--- src/rtl/multi_btn_debounce.sv ---
// multi_btn_debounce
// A set of independent pushbutton debouncers that share one sample-tick
// prescaler. For each channel the block synchronises the raw input, applies
// a stable-sample filter, and produces registered one-clock press, release,
// long-press and auto-repeat pulses.
//
// The en input freezes the whole state machine: the prescaler, the tick
// flop, the channel counters, the levels and the pulse flops all hold. The
// pulse and tick outputs are masked while en=0. Masking and holding work
// together: a pulse registered just before en fell is neither dropped nor
// repeated. It appears for exactly one cycle once en returns.
module multi_btn_debounce #(
  parameter int N_CH       = 5,
  parameter int SAMPLE_DIV = 10000,
  parameter int STABLE_CNT = 20,
  parameter int HOLD_CNT   = 500,
  parameter int REPEAT_CNT = 100
) (
  input  logic            TEN_MHZ_CLK,
  input  logic            rst_n,
  input  logic            en,
  input  logic [N_CH-1:0] btn_in,
  output logic [N_CH-1:0] btn_level,
  output logic [N_CH-1:0] press_pulse,
  output logic [N_CH-1:0] release_pulse,
  output logic [N_CH-1:0] long_press_pulse,
  output logic [N_CH-1:0] repeat_pulse,
  output logic            sample_tick
);

  // Counter widths: one spare bit above $clog2, so that no counter can wrap
  // even when a parameter is an exact power of two.
  localparam int DW = $clog2(SAMPLE_DIV) + 1;
  localparam int SW = $clog2(STABLE_CNT) + 1;
  localparam int HW = $clog2(HOLD_CNT) + 1;
  localparam int RW = $clog2(REPEAT_CNT) + 1;

  localparam logic [DW-1:0] DIV_LAST    = DW'(SAMPLE_DIV - 1);
  localparam logic [SW-1:0] STABLE_LAST = SW'(STABLE_CNT - 1);
  localparam logic [HW-1:0] HOLD_LAST   = HW'(HOLD_CNT - 1);
  localparam logic [HW-1:0] HOLD_MAX    = HW'(HOLD_CNT);
  localparam logic [RW-1:0] RPT_LAST    = RW'(REPEAT_CNT - 1);
  localparam bit            RPT_EN      = (REPEAT_CNT > 0);

  logic [DW-1:0] div_q, div_d;
  logic          sample_tick_q, sample_tick_d;
  logic          tick_act;

  // Channel logic acts only in a tick cycle while the block is enabled.
  assign tick_act    = sample_tick_q & en;
  assign sample_tick = tick_act;

  // Prescaler next state: wrap at SAMPLE_DIV-1 and flag the tick. Hold while disabled.
  always_comb begin
    div_d         = div_q;
    sample_tick_d = sample_tick_q;
    if (en) begin
      if (div_q == DIV_LAST) begin
        div_d         = '0;
        sample_tick_d = 1'b1;
      end else begin
        div_d         = div_q + 1'b1;
        sample_tick_d = 1'b0;
      end
    end
  end

  // Prescaler and shared tick registers.
  always_ff @(posedge TEN_MHZ_CLK) begin
    if (!rst_n) begin
      div_q         <= '0;
      sample_tick_q <= 1'b0;
    end else begin
      div_q         <= div_d;
      sample_tick_q <= sample_tick_d;
    end
  end

  for (genvar gi = 0; gi < N_CH; gi++) begin : g_ch
    logic          sync1_q, sync1_d;
    logic          sync2_q, sync2_d;
    logic          level_q, level_d;
    logic [SW-1:0] stable_q, stable_d;
    logic [HW-1:0] hold_q, hold_d;
    logic [RW-1:0] rpt_q, rpt_d;
    logic          press_q, press_d;
    logic          release_q, release_d;
    logic          long_q, long_d;
    logic          rep_q, rep_d;
    logic          flip;

    // Per-channel next state: debounce filter, then the hold and repeat timers.
    always_comb begin
      sync1_d   = btn_in[gi];
      sync2_d   = sync1_q;
      level_d   = level_q;
      stable_d  = stable_q;
      hold_d    = hold_q;
      rpt_d     = rpt_q;
      flip      = 1'b0;
      // Pulses last one enabled cycle. While disabled they are held, so a
      // pending pulse still appears once en returns.
      press_d   = en ? 1'b0 : press_q;
      release_d = en ? 1'b0 : release_q;
      long_d    = en ? 1'b0 : long_q;
      rep_d     = en ? 1'b0 : rep_q;

      if (tick_act) begin
        // Debounce: count consecutive samples that disagree with the level.
        if (sync2_q == level_q) begin
          stable_d = '0;
        end else if (stable_q == STABLE_LAST) begin
          flip      = 1'b1;
          level_d   = ~level_q;
          stable_d  = '0;
          press_d   = ~level_q;
          release_d = level_q;
        end else begin
          stable_d = stable_q + 1'b1;
        end

        // Hold/repeat timing uses the level from before this tick. The press
        // tick therefore never shows a long or repeat pulse. A release tick
        // clears the timers and suppresses any long or repeat pulse due then.
        if (!level_q || flip) begin
          hold_d = '0;
          rpt_d  = '0;
        end else if (hold_q != HOLD_MAX) begin
          hold_d = hold_q + 1'b1;
          if (hold_q == HOLD_LAST) begin
            long_d = 1'b1;
            rpt_d  = '0;
          end
        end else if (RPT_EN) begin
          if (rpt_q == RPT_LAST) begin
            rep_d = 1'b1;
            rpt_d = '0;
          end else begin
            rpt_d = rpt_q + 1'b1;
          end
        end
      end
    end

    // Per-channel registers. Reset discards any partial debounce or hold count.
    always_ff @(posedge TEN_MHZ_CLK) begin
      if (!rst_n) begin
        sync1_q   <= 1'b0;
        sync2_q   <= 1'b0;
        level_q   <= 1'b0;
        stable_q  <= '0;
        hold_q    <= '0;
        rpt_q     <= '0;
        press_q   <= 1'b0;
        release_q <= 1'b0;
        long_q    <= 1'b0;
        rep_q     <= 1'b0;
      end else begin
        sync1_q   <= sync1_d;
        sync2_q   <= sync2_d;
        level_q   <= level_d;
        stable_q  <= stable_d;
        hold_q    <= hold_d;
        rpt_q     <= rpt_d;
        press_q   <= press_d;
        release_q <= release_d;
        long_q    <= long_d;
        rep_q     <= rep_d;
      end
    end

    assign btn_level[gi]        = level_q;
    assign press_pulse[gi]      = press_q & en;
    assign release_pulse[gi]    = release_q & en;
    assign long_press_pulse[gi] = long_q & en;
    assign repeat_pulse[gi]     = rep_q & en;
  end

endmodule

--- config.mk ---
export PLATFORM = sky130hd
export DESIGN_NAME = multi_btn_debounce
export DESIGN_NICKNAME = d
export VERILOG_FILES = /design/src/rtl/multi_btn_debounce.sv
export SDC_FILE = /design/constraint.sdc
export NUM_CORES = 1
export LEC_CHECK = 0
export ABC_AREA = 1
export CAP_MARGIN = 20
export CORE_UTILIZATION = 40
export DETAILED_ROUTE_END_ITERATION = 7
export PLACE_DENSITY = 0.6
export RECOVER_POWER = 100
export SYNTH_ARGS = -nofsm -noshare
export SYNTH_HDL_FRONTEND = slang
export SYNTH_SLANG_ARGS = --single-unit
--- constraint.sdc ---
create_clock -name TEN_MHZ_CLK -period 3.4 [get_ports TEN_MHZ_CLK]
set_clock_uncertainty 0.1 [all_clocks]
set_input_delay 0.68 -clock TEN_MHZ_CLK [delete_from_list [all_inputs] [get_ports TEN_MHZ_CLK]]
set_output_delay 0.68 -clock TEN_MHZ_CLK [all_outputs]
set_load 0.02 [all_outputs]
==> summary.txt <==
Timing
  • Relative slew margins: 0.06551
  • Setup_tns: 0 ps
  • Final hold vios: 0
  • RSZ-0062 raised after global routing: false
  • Tcrit/Tclk final: 0.9228
  • Fmax: 318.7 MHz
  • Final setup vio count: 0
  • Worst Tran Pin Value: 1394 ps
  • Max-slew violations: 0
  • Tmin final: 3137 ps

Final layout
  • Fillers: 2500
  • Fin cells: 1784
  • Design Area, Final: 10700 sq um
  • Final nets: 1481
  • Layout cells sized above 1: 0.06212
  • Area Growth Syn to Fin: 11.90%
  • ANT cells: 0

Critical path
  • WS Path Type: input port to primary output
  • Reg2Reg Depth: 8
  • Arrival time at the worst endpoint: 2360 ps
  • CP Capture Type: primary output
  • Critical Path RT: 2620 ps
  • Crit start category: input port
  • Critical-path maximum fanout: 26

Floorplanning
  • Row count: 56
  • Die H: 156.6 microns
  • Initial Util: 0.4072
  • Die area: 24520 sq um
  • Die width: 156.6 microns
  • I/O pin total: 34
  • Core ar.: 23470 sq um

CTS
  • CTS tree: done
  • Num CTS Buffers: 17
  • Number of post-CTS setup repair buffers: 0
  • Clock slew at reported path FFs: 60 ps
  • Clock Latency Late Sink: 430 ps
  • Clock sink count: 171
  • Hold-fix buffers at CTS: 0
  • Post_cts resized: 0
  • Clock Path Buffers: 2
  • Root buf cell: clkbuf_16
  • H-Tree Depth: 4

Routing
  • Vias per inst: 4.825
  • First drt pass iteration count: 5
  • Final wirelength: 21100 microns
  • Starting DRT DRC Count: 426
  • ANT nets after route: 0
  • Routed len/inst: 11.83 microns
  • Routed vias: 8607
  • Drt drc: 0

Yosys
  • Syn Std Cell Area: 9559 sq um
  • Synthesized Nets: 1464
  • Multiplexer share of the synthesized area: 0
  • Yosys warns: 0
  • Count leader, synth: nand2_1
  • Sequential fraction of the synthesis area: 0.3581
  • Post-synthesis compound-gate area fraction: 0.1026
  • Syn_area_per_cell: 6.661 sq um
  • Post-Synth Simple-Gate Area: 0.3876
  • Most used DFF post-synth: dfxtp_1
  • Number of enable flip-flop cells after synthesis: 0
  • Post-synth top cells: nand2_1, nor2_1, dfxtp_1, inv_1, a21oi_1
  • Post-synth top area share: 0.3581
  • Post-synthesis adder-cell area fraction: 0.02749
  • Ys async rst share: 0
  • Largest family of logic cells by synthesized area: simple AND/OR/NAND/NOR gates
  • Yosys cell types: 42
  • Cell taking the most area after synthesis: dfxtp_1
  • Synth Instances: 1435
  • Synth top area cells: dfxtp_1, nand2_1, nor2_1
  • XOR/XNOR share of the synthesized area: 0.03665
  • Seq cells post-synth: 171

Global route
  • Vias in the first global route: 7874
  • Global-route wire length before repair: 36120 microns
  • Antenna violations before repair: 0
  • Met2 usage: 0.3106
  • Pin count of the biggest net entering global routing: 54
  • Global Route met1 Usage: 0.2297
  • Grt total ovfl: 0
  • GRT Max-Usage Layer: met2
  • GRT Util Overall: 0.1802
  • Met3 Usage GRT: 0.02991

Place
  • Post-DP Area: 10150 sq um
  • PortBufs: 33
  • Hpwl dp: 14450 microns
  • Final Wtd Congestion: 0.8422
  • DP Cell Count: 1752

Pwr
  • Pwr dens: 404.1 nW/um^2
  • Peak supply drop: 293.3 uV
  • Leak: 4.110 nW

Outcome
  • Failing checks: capacitance limit
  • Status: finished, violations left

Hold path
  • Hold Path Cell Cnt: 2
  • Hold Crit Class: register to register

Run
  • Max-cap viol count: 1
[cell type report]
cell class                      instances  area [sq um]  share of cell area
Multi-Input combinational cell       1067          5219              0.4879
Sequential cell                       171          3423              0.3200
Tap cell                              319         399.1             0.03731
Clock inverter                         14         241.5             0.02258
Inverter                              152         575.6             0.05381
Timing Repair Buffer                   43         409.1             0.03825
Clock buffer                           18         429.2             0.04012
[kinds of logic after synthesis]
family | Yosys count
adders and majority gates | 21
buffers and inverters | 197
xor gates and xnor gates | 40
DFF | 171
AOI/OAI and AO/OA | 177
and+or+nand+nor | 829
[registers in the layout, summed over array words and instances (netlist names), 15 cells and up]
| name | flops |
|---|---|
| g_ch.stable_q | 30 |
| g_ch.rpt_q | 40 |
| div_q | 15 |
| g_ch.hold_q | 50 |
[path summary, 6_finish.rpt]
kind | startpoint | slack (ps) | end
max | en | 260 | sample_tick
min | g_ch[2].sync1_q | 310 | g_ch[2].sync2_q
max reg2reg | g_ch[3].stable_q[0] | 730 | g_ch[3].hold_q[6]
min reg2reg | g_ch[2].sync1_q | 310 | g_ch[2].sync2_q
[per-layer routing]
layer | wire, microns | up-vias | share of wire
met5 | 0 | - | 0
li1 | - | 4616 | -
met1 | 10680 | 3911 | 0.51
met2 | 9792 | 61 | 0.46
met4 | 261 | 0 | 0.012
met3 | 370 | 19 | 0.018
[metrics by stage]
| stage | power [mW] | hold WS [ps] | util | setup slack, ps |
|---|---|---|---|---|
| 2_1_floorplan | 2.113 | 290.5 | - | 1222 |
| 4_1_cts | 4.380 | 316.4 | 0.4609 | 385.3 |
| 3_3_place_gp | 2.150 | 298.5 | 0.4324 | 394.9 |
| 5_1_grt | 4.465 | 332.0 | 0.4557 | 195.8 |
| 6_report | 4.323 | 312.9 | 0.4557 | 262.6 |
| 3_5_place_dp | 2.152 | 300.8 | 0.4324 | 379.3 |
[critical path, stage by stage]
cell             delay, ps
clkdlybuf4s50_1        500
buf_12                 210
nand2_4                 80
clkinvlp_2             210
clkdlybuf4s50_1        650
[power by group]
part / internal, mW / total [mW] / switching (mW)
sequential: 2.01 / 2.01 / 0.00423
combinational: 0.0222 / 0.0836 / 0.0614
clock: 1.38 / 2.22 / 0.840
total: 3.42 / 4.32 / 0.906
[cells in the final DEF (no fill, tap or decap), types with 4 or more instances in the layout]
cell type        count
nand3_4              5
nor3_1              28
a21oi_1            121
nand3_2              4
nor2_4               8
o21ai_1              7
a211oi_1             8
xor2_1              31
clkbuf_16           17
ha_1                21
nand2_2             10
nand3b_1             5
inv_1              147
a2bb2oi_1            4
dlygate4sd3_1       25
nand4_1             30
nand2_4              4
nor2_1             208
clkdlybuf4s50_1      7
or2_2                5
nand3_1             97
nor2_2               6
xnor2_1              9
dfxtp_1            171
nor3b_1              9
nand2_1            405
o21ai_0             28
clkbuf_1             4
bufinv_16            6
Note: power is estimated with default switching activity, not from simulation.
